`src/rtl/matrix_mult_pkg.sv`:
```
// Shared types and constants for the matrix-mult buffer subsystem.
//   arb_state_e  : buffer port arbiter ownership state
//   mem_req_t    : one requester's SRAM access (default 64-bit / 256-word buffer)
//   ARB_MAX_WAIT : default starvation bound for the external port
package matrix_mult_pkg;

  localparam int unsigned ARB_MAX_WAIT = 8;
  localparam int unsigned ARB_WIDTH    = 64;
  localparam int unsigned ARB_ADDR_W   = 8;

  typedef enum logic [1:0] {
    SHARED    = 2'd0,
    LOCK_PEND = 2'd1,
    LOCKED    = 2'd2
  } arb_state_e;

  typedef struct packed {
    logic                  req;
    logic                  we;
    logic [ARB_ADDR_W-1:0] addr;
    logic [ARB_WIDTH-1:0]  wdata;
  } mem_req_t;

endpackage

```
`src/rtl/arb_wait_counter.sv`:
```
// Saturating event counter with synchronous clear.
//   clk_i, rst_async_i : clock, asynchronous active-high reset
//   inc_i              : count this cycle (ignored once at SAT)
//   clr_i              : clear to zero (wins over inc_i)
//   cnt_o              : current count
module arb_wait_counter #(
  parameter int unsigned CNT_W = 4,
  parameter int unsigned SAT   = 8
) (
  input  logic             clk_i,
  input  logic             rst_async_i,
  input  logic             inc_i,
  input  logic             clr_i,
  output logic [CNT_W-1:0] cnt_o
);

  always_ff @(posedge clk_i or posedge rst_async_i) begin
    if (rst_async_i) begin
      cnt_o <= '0;
    end else if (clr_i) begin
      cnt_o <= '0;
    end else if (inc_i && (cnt_o != CNT_W'(SAT))) begin
      cnt_o <= cnt_o + CNT_W'(1);
    end
  end

endmodule

```
`src/rtl/buf_mem_port_arbiter.sv`:
```
// Cycle-by-cycle arbiter sharing one single-port buffer SRAM between the
// matrix-mult core and the external/host loader, with host lock handshake.
//   clk_i, rst_async_i        : clock, asynchronous active-high reset
//   core_* / ext_*            : requester ports (req/we/addr/wdata in,
//                               combinational gnt, registered rvalid, rdata)
//   ext_lock_i/ext_lock_ack_o : host exclusive-ownership request / ack
//   mem_*                     : SRAM macro pins (active-low cenb/wenb)
//   conflict_cnt_o            : saturating count of both-request cycles
module buf_mem_port_arbiter
  import matrix_mult_pkg::*;
#(
  parameter  int unsigned WIDTH    = 64,
  parameter  int unsigned SIZE     = 256,
  parameter  int unsigned MAX_WAIT = ARB_MAX_WAIT,
  localparam int unsigned ADDR_W   = $clog2(SIZE)
) (
  input  logic              clk_i,
  input  logic              rst_async_i,
  input  logic              core_req_i,
  input  logic              core_we_i,
  input  logic [ADDR_W-1:0] core_addr_i,
  input  logic [WIDTH-1:0]  core_wdata_i,
  output logic              core_gnt_o,
  output logic              core_rvalid_o,
  output logic [WIDTH-1:0]  core_rdata_o,
  input  logic              ext_req_i,
  input  logic              ext_we_i,
  input  logic [ADDR_W-1:0] ext_addr_i,
  input  logic [WIDTH-1:0]  ext_wdata_i,
  output logic              ext_gnt_o,
  output logic              ext_rvalid_o,
  output logic [WIDTH-1:0]  ext_rdata_o,
  input  logic              ext_lock_i,
  output logic              ext_lock_ack_o,
  output logic              mem_cenb_o,
  output logic              mem_wenb_o,
  output logic [ADDR_W-1:0] mem_addr_o,
  output logic [WIDTH-1:0]  mem_d_o,
  input  logic [WIDTH-1:0]  mem_q_i,
  output logic [15:0]       conflict_cnt_o
);

  localparam int unsigned WAIT_W = $clog2(MAX_WAIT + 1);

  arb_state_e        state_q, state_d;
  logic [WAIT_W-1:0] wait_cnt;
  logic              ext_force;
  logic              arb_en;

  // Grants are combinational, so they are forced off while reset is held
  // to keep every output at its reset value immediately.
  assign arb_en    = ~rst_async_i;
  assign ext_force = (wait_cnt >= WAIT_W'(MAX_WAIT));

  // Starvation counter for the external port.
  arb_wait_counter #(
    .CNT_W (WAIT_W),
    .SAT   (MAX_WAIT)
  ) u_wait_cnt (
    .clk_i       (clk_i),
    .rst_async_i (rst_async_i),
    .inc_i       (ext_req_i & ~ext_gnt_o),
    .clr_i       (~ext_req_i | ext_gnt_o),
    .cnt_o       (wait_cnt)
  );

  // Both-request cycle counter, any state.
  arb_wait_counter #(
    .CNT_W (16),
    .SAT   (32'h0000_FFFF)
  ) u_conflict_cnt (
    .clk_i       (clk_i),
    .rst_async_i (rst_async_i),
    .inc_i       (core_req_i & ext_req_i),
    .clr_i       (1'b0),
    .cnt_o       (conflict_cnt_o)
  );

  // State register.
  always_ff @(posedge clk_i or posedge rst_async_i) begin
    if (rst_async_i) begin
      state_q <= SHARED;
    end else begin
      state_q <= state_d;
    end
  end

  // Next-state logic; LOCK_PEND always lasts exactly one cycle.
  always_comb begin
    state_d = state_q;
    unique case (state_q)
      SHARED:    if (ext_lock_i) state_d = LOCK_PEND;
      LOCK_PEND: state_d = ext_lock_i ? LOCKED : SHARED;
      LOCKED:    if (!ext_lock_i) state_d = SHARED;
      default:   state_d = SHARED;
    endcase
  end

  // Output logic: grant selection, SRAM pin mux and lock ack.
  always_comb begin
    core_gnt_o     = 1'b0;
    ext_gnt_o      = 1'b0;
    mem_cenb_o     = 1'b1;
    mem_wenb_o     = 1'b1;
    mem_addr_o     = '0;
    mem_d_o        = '0;
    ext_lock_ack_o = (state_q == LOCKED);

    if (arb_en) begin
      unique case (state_q)
        SHARED: begin
          // Core has priority unless ext has hit its wait bound.
          if (ext_req_i && (!core_req_i || ext_force)) begin
            ext_gnt_o = 1'b1;
          end else if (core_req_i) begin
            core_gnt_o = 1'b1;
          end
        end
        LOCK_PEND, LOCKED: ext_gnt_o = ext_req_i;
        default: ;
      endcase
    end

    if (core_gnt_o) begin
      mem_cenb_o = 1'b0;
      mem_wenb_o = ~core_we_i;
      mem_addr_o = core_addr_i;
      mem_d_o    = core_wdata_i;
    end else if (ext_gnt_o) begin
      mem_cenb_o = 1'b0;
      mem_wenb_o = ~ext_we_i;
      mem_addr_o = ext_addr_i;
      mem_d_o    = ext_wdata_i;
    end
  end

  // Tag the read owner at the grant edge; rvalid pulses the next cycle.
  always_ff @(posedge clk_i or posedge rst_async_i) begin
    if (rst_async_i) begin
      core_rvalid_o <= 1'b0;
      ext_rvalid_o  <= 1'b0;
    end else begin
      core_rvalid_o <= core_gnt_o & ~core_we_i;
      ext_rvalid_o  <= ext_gnt_o & ~ext_we_i;
    end
  end

  assign core_rdata_o = mem_q_i;
  assign ext_rdata_o  = mem_q_i;

  a_one_grant : assert property (@(posedge clk_i) disable iff (rst_async_i)
    !(core_gnt_o && ext_gnt_o));

  a_no_core_when_locked : assert property (@(posedge clk_i) disable iff (rst_async_i)
    !(core_gnt_o && ext_lock_ack_o));

endmodule

```
`config.mk`:
```
export PLATFORM = sky130hd
export DESIGN_NAME = buf_mem_port_arbiter
export DESIGN_NICKNAME = d
export VERILOG_FILES = /design/src/rtl/matrix_mult_pkg.sv /design/src/rtl/arb_wait_counter.sv /design/src/rtl/buf_mem_port_arbiter.sv
export SDC_FILE = /design/constraint.sdc
export NUM_CORES = 1
export LEC_CHECK = 0
export CORE_AREA = 2 2 172 174
export CTS_BUF_LIST = sky130_fd_sc_hd__clkbuf_8 sky130_fd_sc_hd__clkbuf_16
export DETAILED_ROUTE_END_ITERATION = 16
export DIE_AREA = 0 0 174 176
export GPL_ROUTABILITY_DRIVEN = 1
export PLACE_DENSITY_LB_ADDON = 0.1
export SYNTH_ARGS = -nofsm -noshare
export SYNTH_HDL_FRONTEND = slang
export SYNTH_HIERARCHICAL = 1
export SYNTH_SLANG_ARGS = --single-unit
```
`constraint.sdc`:
```
create_clock -name clk_i -period 2.7 [get_ports clk_i]
set_clock_uncertainty 0.15 [all_clocks]
set_input_delay 0.675 -clock clk_i [delete_from_list [all_inputs] [get_ports clk_i]]
set_output_delay 0.675 -clock clk_i [all_outputs]
set_load 0.1 [all_outputs]
```
* Word level (Yosys, flattened, before mapping)
Index checks and enable logic that the tools add are counted.
** Operators by class
- Reductions and logical operators :: 9
- Eq/ne operators :: 6
- Bitwise operators :: 9
- Add/subtract/negate cells :: 2
- Multiplexer cells :: 21
- $lt $le $gt $ge :: 1
** Operators with widths (count)
- 64-bit two-way mux :: 2
- 16-bit by 1-bit adder with 16-bit output (second input constant) :: 1
- 8-bit two-way mux :: 2
- 16-bit != test (second input constant) :: 1
- 1-bit two-way mux :: 10
- 4-bit two-way mux :: 2
- 2-bit two-way mux :: 3
- 2-bit one-hot mux with 3 select lines :: 1
- 4-bit by 1-bit adder with 4-bit output (second input constant) :: 1
- 1-bit bitwise AND :: 4
- 4-bit greater-or-equal comparator (second input constant) :: 1
- 2-bit != test (second input constant) :: 2
- 4-bit != test (second input constant) :: 1
- 1-bit inverter :: 4
- 1-bit logical AND :: 3
- 2-bit by 1-bit equality test with 1-bit output (second input constant) :: 1
- 2-bit equality test (second input constant) :: 1
- 2-bit logical NOT :: 1
- 1-bit one-hot mux with 2 select lines :: 1
- 2-bit AND reduction :: 1
- 2-bit nonzero test :: 1
- 2-bit OR reduction :: 1
- 1-bit logical NOT :: 1
- 1-bit logical OR :: 1
- 1-bit bitwise OR :: 1
** Storage, ports and cells
- Output and inout bits :: 223
- Flip-flop bits (word level) :: 24
- Logic and storage cells :: 53
- Bits of input ports :: 215

* Longest topological paths before layout
- Word-level depth :: 11
- Depth in mapped cells :: 9
- Gate-level depth less buffers :: 7

* Cells and area by module
Netlist, hierarchy kept.
** By module, submodules not included
- buf_mem_port_arbiter :: sequential area each 100.1 µm², area each 2865.2 µm², cells each 429, times used 1
- arb_wait_counter at u_conflict_cnt :: sequential area each 400.4 µm², area each 932.1 µm², cells each 101, times used 1
- arb_wait_counter at u_wait_cnt :: sequential area each 100.1 µm², area each 232.7 µm², cells each 24, times used 1

* Worst setup path after synthesis
No wires, ideal clock.
- Kind :: input to output
- Start point :: input port rst_async_i
- End point :: output port mem_addr_o[4]
- Slack :: -1.590 ns
- Data required time :: 1.875 ns
- Path buffers :: 1
- Cell stages on the path :: 4
- Arrival time :: 3.465 ns
- Cell sequence :: nand3b_2 > clkbuf_1 > o21ai_1 > o31ai_1
** On the way
- Longest elaborated chain between the ends :: 3
- Elaborated cells between the ends (all ways) :: 4
- Classes of those cells :: mux: 4
** Ends and longest elaborated chain
- start: declaration :: RTL line buf_mem_port_arbiter.sv:18 : input logic rst_async_i,
- 1-bit two-way mux :: RTL line buf_mem_port_arbiter.sv:109 : if (arb_en) begin
- 8-bit two-way mux :: RTL line buf_mem_port_arbiter.sv:129 : end else if (ext_gnt_o) begin
- 8-bit two-way mux (*) :: RTL line buf_mem_port_arbiter.sv:124 : if (core_gnt_o) begin
- end: declaration :: RTL line buf_mem_port_arbiter.sv:37 : output logic [ADDR_W-1:0] mem_addr_o,
Mark *: on every way between the ends. The rest lies on a longest branch, timed or not.

* Worst setup path in the final report
- Start point :: register state_q[0]
- End point :: output port mem_d_o[36]
** On the way
- Longest elaborated chain between the ends :: 6
- Elaborated cells between the ends (all ways) :: 10
- Classes of those cells :: eq/ne: 2; mux: 6; reduce/logical: 2
** Ends and longest elaborated chain
- start: declaration :: RTL line buf_mem_port_arbiter.sv:45 : arb_state_e state_q, state_d;
- start signal: assignment :: RTL line buf_mem_port_arbiter.sv:84 : state_q <= state_d;
- 2-bit equality test / 2-bit by 1-bit equality test with 1-bit output (equally long branches) :: RTL line buf_mem_port_arbiter.sv:110 : unique case (state_q)
- 2-bit OR reduction :: RTL line buf_mem_port_arbiter.sv:110
- 1-bit one-hot mux with 2 select lines :: RTL line buf_mem_port_arbiter.sv:110
- 1-bit two-way mux :: RTL line buf_mem_port_arbiter.sv:109
- 64-bit two-way mux :: RTL line buf_mem_port_arbiter.sv:129
- 64-bit two-way mux (*) :: RTL line buf_mem_port_arbiter.sv:124
- end: declaration :: RTL line buf_mem_port_arbiter.sv:38 : output logic [WIDTH-1:0] mem_d_o,
Marked as above.

==> flow_summary.ini <==
[outcome]
status = complete, but fails checks
violations = negative setup slack

[floorplanning]
dieArea_sq_um = 30600
io_pins = 438
start_util_pct = 14.1
chipWidth_microns = 174
fp-row-count = 62
core_region_area_sq_um = 28500
die_h_microns = 176

[drt]
ant_nets = 0
via_count = 4932
wl_per_cell_microns = 23.9
wl_met2_microns = 13000
m1WireLength_microns = 9970
met3WireLength_microns = 3520
first_iter_violations = 218
via_per_inst = 4.36
wl_microns = 27000
drc = 0
top_layer = met4
firstDrtPassIters = 4

[sta]
slew_headroom_pct = 61.3
setup_tns_ps = -13490
report.final.hold_viol_count = 0
drv_slew = 0
worst_pin_slew_ps = 576
timing.final.crit_share_pct = 109
fmax_ghz = 0.339
layout_setup_ws_ps = -249
period_minus_slack_ps = 2950
finalSetupViolCount = 75
rsz0062_at_grt = yes

[synthesis]
synth_async_sr_flop_share_pct = 100
yosysSeqAreaShare_pct = 14.9
syn_avg_cell_area_sq_um = 7.27
synth-compound-area-share_pct = 29.5
synth_edf_count = 0
synth-seq-cells = 24
syn_nets = 777
syn_area_sq_um = 4030
synth_top_family_by_area = buffers and inverters
ys.flop_type = dfrtp_1
synth_cells = 554
synthMuxAreaShare_pct = 1.68
yosysUniqueCellTypes = 45
yosys_warnings = 6
yosys.area_share.adder_pct = 2.48
synth_xor_area_share_pct = 0.217
synthSimpleGateAreaFrac_pct = 19.7

[cells_and_area]
fillers = 2839
layout.nets = 969
final_area_sq_um = 10100
register_area_sq_um = 601
multiInputGateArea_sq_um = 4020
area_delta_synth_final_pct = 150
final_core_util_pct = 35.3
fin_cells = 1130
drive_gt1_share_pct = 53.6

[global_routing]
antenna_found_initial = 0
grt_max_degree = 22
grt_pass1_wl_microns = 37500
overflow = 0
track_usage_pct = 16.3
grt_pass1_vias = 5262

[clock_tree]
cts_buffer_depth = 2
cts_tree = done
cts.reportedPaths.clkPinSlew_ps = 70
cts_inserted_buffers = 3
h-tree-depth = 1
numClockSinks = 24
root_buffer = clkbuf_16
clkLatencyLatePin_ps = 260

[setup_path]
critPathMaxFanout = 6
reg2reg_depth = 10
reg2reg_from = state_q[0]
crit_path_cell_trace = buf_6 -> inv_4 -> ha_4 -> and3b_2 -> buf_6 -> buf_12 -> buf_12 -> buf_16 -> nand3_2 -> o31ai_4 -> buf_12
r2r_end = u_wait_cnt/cnt_o[2]
slowest_delay_ps = 390
path_common_cell = buf_12
crit_slowest_cell = dfrtp_1
worst_ep_required_time_ps = 1880
cp-start-kind = flip-flop
setup.worst_path.end_class = primary output
r2r_slack_ps = 450
arrival_ps = 2120
crit_type = flip-flop to primary output

[pwr]
ir_worst_vdd_mv = 0.525
power.total_w = 0.00858
p_per_area_nw_per_um2 = 851
power.leakage_nw = 3.49

[hold_path]
hold_class = primary input to asynchronous set/reset pin

[placement]
dpl_cell_area_sq_um = 7870
io_buffers = 245
dp_cells = 1075
hpwl_microns = 20200
gp_congestion = 0.852

[flow_run]
cap_violations = 0
==> state kept, by name, indices dropped and copies added, names as in the netlist <==
register and count:
ext_rvalid_o 1, u_conflict_cnt/cnt_o 16, state_q 2, core_rvalid_o 1
u_wait_cnt/cnt_o 4
==> area by class of cell <==
class / instances / share of cell area, %
diodes: 1 / 0.0248
repair buffers: 366 / 47.9
flip-flops and latches: 24 / 5.96
multi-input cells: 340 / 39.9
well taps: 384 / 4.77
inverters: 11 / 0.546
clock buffers: 4 / 0.881
==> critical path: cells and delay by family, from the launching register on <==
family / cells / cell delay [ps]
adder cells (fa/ha/maj): 1 / 170
AND/OR/NAND/NOR: 2 / 340
buffers and inverters: 7 / 880
AO/OA/AOI/OAI: 1 / 80
flip-flops: 1 / 390
==> cells in the final DEF, fill, tap and decap left out, types with 7 or more instances in the layout <==
cell type / synthesis / routed
o21ai_1: 70 / 59
buf_6: 0 / 13
dfrtp_1: 24 / 24
a21oi_1: 13 / 13
nand3_2: 1 / 12
nand2_1: 13 / 11
nand3_4: 0 / 56
clkdlybuf4s50_1: 0 / 147
o21ai_4: 0 / 9
nor2_1: 8 / 7
buf_12: 0 / 97
clkbuf_16: 0 / 16
o21ai_0: 10 / 9
nand3_1: 80 / 13
buf_4: 140 / 79
buf_16: 0 / 10
o31ai_4: 0 / 69
==> logic make-up (layout without fill, tap and decap cells) <==
family,after synthesis,after routing
compound gates,179,179
xor+xnor,1,1
fa+ha+maj,8,8
buf+inv,190,381
flops,24,24
mux,6,6
other cells,1,2
simple gates,145,145
==> layer usage <==
layer	vias to the layer above	GRT usage, %
li1	2295	-
met1	2313	18.0
met2	290	27.2
met3	34	9.58
met4	0	2.98
met5	-	0
==> stage by stage <==
| step | hold slack [ps] | worst slack [ps] |
|---|---|---|
| global route | 297 | -333 |
| detailed placement | 411 | -771 |
| floorplan | 285 | -1570 |
| global placement | 393 | -821 |
| finish | 282 | -249 |
| CTS | 281 | -278 |
==> Yosys cell counts (all sizes together), types with 2 or more instances <==
cell type	count	area, sq um
mux2	3	37.5
nor4	3	18.8
o21a	3	22.5
and2	2	12.5
nand2b	5	31.3
nor3	5	25.0
a21oi	14	73.8
nand3	81	410
or3	7	45.1
o21ai	80	400
ha	8	100
mux2i	3	30.0
o31ai	77	653
inv	11	41.3
o41ai	2	17.5
buf	159	1140
or4	8	65.1
clkbuf	19	72.6
nand2	13	48.8
nand4	6	52.6
nor2b	3	18.8
nor2	8	30.0
dfrtp	24	601
==> power by group <==
part | internal (W) | switching [W]
sequential | 0.000386 | 0.0000210
combinational | 0.00328 | 0.00453
clock | 0.000227 | 0.000140
==> how the worst max path moves through the flow <==
stage / startpoint / to / slack [ps] / cells past startpoint
2_1_floorplan: rst_async_i / mem_d_o[14] / -1570 / 4
3_3_place_gp: rst_async_i / mem_d_o[46] / -820 / 7
3_5_place_dp: rst_async_i / mem_d_o[46] / -770 / 7
4_1_cts: state_q[1] / mem_d_o[19] / -280 / 10
5_1_grt: state_q[0] / mem_d_o[39] / -330 / 11
6_report: state_q[0] / mem_d_o[36] / -250 / 11
==> timing repair <==
| item | in CTS | in global routing |
|---|---|---|
| setup buffers | 23 | 18 |
| gates cloned | 9 | 5 |
| hold buffers | 0 | 0 |
| endpoints found under the setup margin | 78 | 76 |
| pin swaps | 18 | 49 |
| resized for setup | 172 | 97 |
No activity file was read; power rests on OpenSTA's default activity.
==> RTL change 1 (same flow settings) <==
The 3 states of `arb_state_e` get a one-hot encoding in 3 bits.
--- a/src/rtl/matrix_mult_pkg.sv
+++ b/src/rtl/matrix_mult_pkg.sv
@@ -8,10 +8,10 @@
   localparam int unsigned ARB_WIDTH    = 64;
   localparam int unsigned ARB_ADDR_W   = 8;
 
-  typedef enum logic [1:0] {
-    SHARED    = 2'd0,
-    LOCK_PEND = 2'd1,
-    LOCKED    = 2'd2
+  typedef enum logic [2:0] {
+    SHARED    = 3'b001,
+    LOCK_PEND = 3'b010,
+    LOCKED    = 3'b100
   } arb_state_e;
 
   typedef struct packed {
Function: no difference found for any inputs over 10 cycles, from zero or initial values and one cycle with rst_async_i high; not proved beyond that.
==> RTL change 1 against the original RTL <==
- the run still ends with setup timing left
- wire length decreased by 27%
- synthesized area up 0.62%
- critical endpoint is now mem_d_o[46]
- worst setup slack improved by 0.085 ns
- register-to-register slack better by 0.18 ns
- sequential cell count up 1
- largest cell class unchanged
- final area is 11% lower
Power is not compared: it rests on default switching activity, and its combinational part moved more than twofold at a synthesized area within 25%.
==> RTL change 1: results (changes against the original RTL) <==
drt:
  viasPerCell: 3.85  # -12%
  route.met3.wl_mm: 1.58  # -55%
  drt_iter0_drc: 157  # -28%
  wl_met2_mm: 9.77  # -25%
  avgRoutedWirePerCell_um: 18.0  # -25%
  top_layer: "met5"
worst_setup_path:
  reg2regPathDepth: 5  # -5
  startpoint: "state_q[0]"
  r2r_slack_ns: 0.63  # +0.18 ns
  critPathArrivalTime_ns: 2.04  # -0.08 ns
  cp_max_fo: 7  # +1
  critical-path-top-delay-family: "compound AO/OA/AOI/OAI gates"
  rr_endpoint: "u_wait_cnt/cnt_o[0]"
  critPathSlowestCell: "dfstp_2"
  endpoint: "mem_d_o[46]"
timing:
  finalSetupViolCount: 76  # +1.3%
  setup-tns-final_ns: -8.73  # +4.77 ns
  final.setup.worst_slack_ns: -0.164  # +0.0854 ns
  worstMarginPinSlew_ns: 0.612  # +0.0360 ns
placement:
  pre_cts_ws_ns: -0.553  # +0.217 ns
  gp_congestion: 0.782  # -8.1%
  post-dp-hpwl_mm: 15.7  # -22%
final_layout:
  drive_gt1_frac: 0.396  # -0.140
  largestRegisters: "u_conflict_cnt/cnt_o: 16 flops, u_wait_cnt/cnt_o: 4 flops, state_q: 3 flops"
yosys:
  synthTopCellsByCount: "155 x inv_1, 129 x buf_4, 40 x o32ai_2"
  synth_fp_nets: 748  # -3.7%
  netlist-cell-type-count: 48  # +6.7%
  synth.area.top_cells: "buf_4 24%, o32ai_2 16%, dfrtp_1 15%"
grt:
  grt_pass1_vias: 4386  # -17%
  globalRouteMet1Util: 0.156  # -0.0246
  grt_pass1_wl_mm: 29.0  # -23%
  grt_util_met3: 0.0381  # -0.0577
  met2_usage: 0.206  # -0.0667
outcome:
  violations: "setup timing"
  status: "complete, but fails checks"
## RTL change 1: final cells by class
type	count	area, µm²
Sequential cell	25	628
Tap cell	384	480
Antenna cell	2	5.00
Timing Repair Buffer	326	4320
Clock buffer	3	75.1
Clock inverter	1	8.76
Multi-Input combinational cell	195	2890
Inverter	155	586
Fill cell	2983	19600
## RTL change 1: cells by family after synthesis
group,Yosys count,synth area share
flip-flops,25,0.155
multiplexers,5,0.0142
XOR/XNOR,2,0.00432
buffers and inverters,311,0.422
AND/OR/NAND/NOR,76,0.111
AO/OA/AOI/OAI,107,0.283
other,1,0.000925
adder cells (fa/ha/maj),3,0.00926
## RTL change 1: stage by stage
step	instances	utilization	instance area, µm²	hold WS (ns)
after global routing	1089	0.315	8980	0.328
after CTS	1071	0.305	8710	0.304
after global placement	1051	0.287	8200	0.392
final	1091	0.315	8980	0.312
after detailed placement	1051	0.287	8200	0.414
after floorplan	530	-	5120	0.287
## RTL change 1: worst min-delay path by stage
stage | endpoint | cells after the start | from | slack, ns
after detailed placement | u_wait_cnt/cnt_o[2] | 2 | u_wait_cnt/cnt_o[2] | 0.41
final | u_wait_cnt/cnt_o[1] | 3 | rst_async_i | 0.31
after global routing | u_wait_cnt/cnt_o[0] | 3 | rst_async_i | 0.33
after global placement | u_wait_cnt/cnt_o[2] | 2 | u_wait_cnt/cnt_o[2] | 0.39
after floorplan | core_rvalid_o | 1 | rst_async_i | 0.29
after CTS | u_wait_cnt/cnt_o[2] | 3 | rst_async_i | 0.30
## RTL change 1: timing repair
action                                  CTS  global route
endpoints found under the hold margin     0             0
pin swaps                                20            25
gates resized for setup                  44             8
gates cloned                              6             8
hold buffers                              0             0
buffers inserted                         10            10
endpoints found under the setup margin   76            76
==> RTL change 2 (config.mk and constraints unchanged) <==
Without the edit above. Change the parameter `WIDTH` from 64 to 56.
--- a/src/rtl/buf_mem_port_arbiter.sv
+++ b/src/rtl/buf_mem_port_arbiter.sv
@@ -9,7 +9,7 @@
 module buf_mem_port_arbiter
   import matrix_mult_pkg::*;
 #(
-  parameter  int unsigned WIDTH    = 64,
+  parameter  int unsigned WIDTH    = 56,
   parameter  int unsigned SIZE     = 256,
   parameter  int unsigned MAX_WAIT = ARB_MAX_WAIT,
   localparam int unsigned ADDR_W   = $clog2(SIZE)
Interface: changed (6 resized); port bits go from 438 to 390. No check against the original RTL was run, so the function may have changed too.
==> RTL change 2 against the original RTL <==
- the flow still finishes with violations (setup timing)
- sequential cell count stayed put
- total power is 16% lower
- worst setup slack better by 0.15 ns
- synthesized area is 1.0% lower
- final cell count is 7.3% lower
- final area is 11% lower
- wire length is 25% lower
- synthesized cell count is 8.1% lower
- non-clock buffer count is 57 lower
- critical path type is now primary input to output pin
==> RTL change 2: results (changes against the original RTL) <==
yosys:
  postSynth.asyncResetShare: 1.00  # unchanged
  yosys.area_share.adder: 0.0251  # +0.000257
  synth_compound_area_frac: 0.326  # +0.0313
  synth-xor-area-share: 0.00220  # +0.0000225
  synthMuxAreaShare: 0.0169  # +0.000174
  postSynthCellCount: 509  # -8.1%
  yosysSeqAreaShare: 0.151  # +0.00154
  synth_fp_nets: 708  # -8.9%
  netlist-cell-type-count: 47  # +4.4%
  synthTopCellsByCount: "117 x buf_4, 73 x nand3_1, 50 x o31ai_2"
grt:
  grt_pass1_wl_mm: 30.7  # -18%
  grt_util_met3: 0.0345  # -0.0614
  globalRouteMet1Util: 0.155  # -0.0257
  antenna_found_initial: 2  # +2
  grt_pass1_vias: 4854  # -7.8%
  grt_usage: 0.128  # -0.0348
  met2_usage: 0.232  # -0.0407
  grt_start_max_net_pins: 25  # +14%
drt:
  route.met3.wl_mm: 1.38  # -61%
  drt_iter0_drc: 133  # -39%
  num_vias: 4417  # -10%
  drt-met1-wl_mm: 8.20  # -18%
  top_layer: "met5"
  drt_pass1_iterations: 6  # +2
  wl_met2_mm: 10.4  # -20%
  avgRoutedWirePerCell_um: 19.3  # -19%
clock_network:
  cts-resized-gates: 116  # -33%
  cts_setup_buffers: 12  # -48%
power_and_ir_drop:
  power_leakage_nw: 3.09  # -12%
  power_sequential_w: 0.000412  # +1%
  power_frac_seq: 0.057  # +0.010
  swShare: 0.559  # +0.0124
  peakVddDrop_mv: 0.349  # -34%
  clk-power_w: 0.000359  # -2%
worst_setup_path:
  critPathArrivalTime_ns: 1.97  # -0.15 ns
  r2r_slack_ns: 0.49  # +0.04 ns
  slowest_delay_ns: 0.25  # -0.14 ns
  cp_max_fo: 7  # +1
placement:
  pre_cts_ws_ns: -0.567  # +0.204 ns
  port_buffers: 221  # -9.8%
  gp_congestion: 0.765  # -10%
  post-dp-hpwl_mm: 15.5  # -24%
final_layout:
  nonClkBufAreaFrac: 0.465  # -0.0138
  nets: 864  # -11%
  clockNetworkAreaShare: 0.00991  # +0.00110
  num_antenna_cells: 0  # -1
  num-multi-input-gates: 316  # -7.1%
  buffers: 309  # -16%
  fillCellCount: 2966  # +4.5%
  drive_gt1_frac: 0.572  # +0.0367
  stdcell_count: 1048  # -7.3%
  multi_input_area_mm2: 0.00358  # -11%
timing:
  holdWs_ns: 0.254  # -0.0273 ns
  finalSetupViolCount: 66  # -12%
  worstMarginPinSlew_ns: 0.641  # +0.0655 ns
  final.setup.worst_slack_ns: -0.0993  # +0.150 ns
  setup-tns-final_ns: -4.32  # +9.18 ns
outcome:
  violations: "setup timing"
  status: "complete, but fails checks"
## RTL change 2: cell count changes after synthesis, moves of 2 or more
cell and delta:
o21ai_0 +12, o21ai_1 -30, clkbuf_1 -11, o21ai_2 +10, buf_4 -23, buf_6 +5, buf_2 +6, buf_1 -2
clkbuf_2 +3, nand3_1 -7, o31ai_1 -43, o31ai_2 +35
## RTL change 2: how the worst max path moves through the flow
| stage | start | end | depth (start not counted) |
|---|---|---|---|
| 2_1_floorplan | rst_async_i | mem_d_o[10] | 5 |
| 3_3_place_gp | rst_async_i | mem_addr_o[4] | 7 |
| 3_5_place_dp | rst_async_i | mem_addr_o[6] | 7 |
| 4_1_cts | state_q[1] | mem_d_o[17] | 8 |
| 5_1_grt | state_q[0] | mem_d_o[22] | 9 |
| 6_report | rst_async_i | mem_d_o[25] | 9 |
## RTL change 2: critical path, delay by kind of cell
| family | cells | cell delay [ns] |
|---|---|---|
| simple gates | 2 | 0.35 |
| compound gates | 1 | 0.08 |
| buf+inv | 6 | 0.85 |
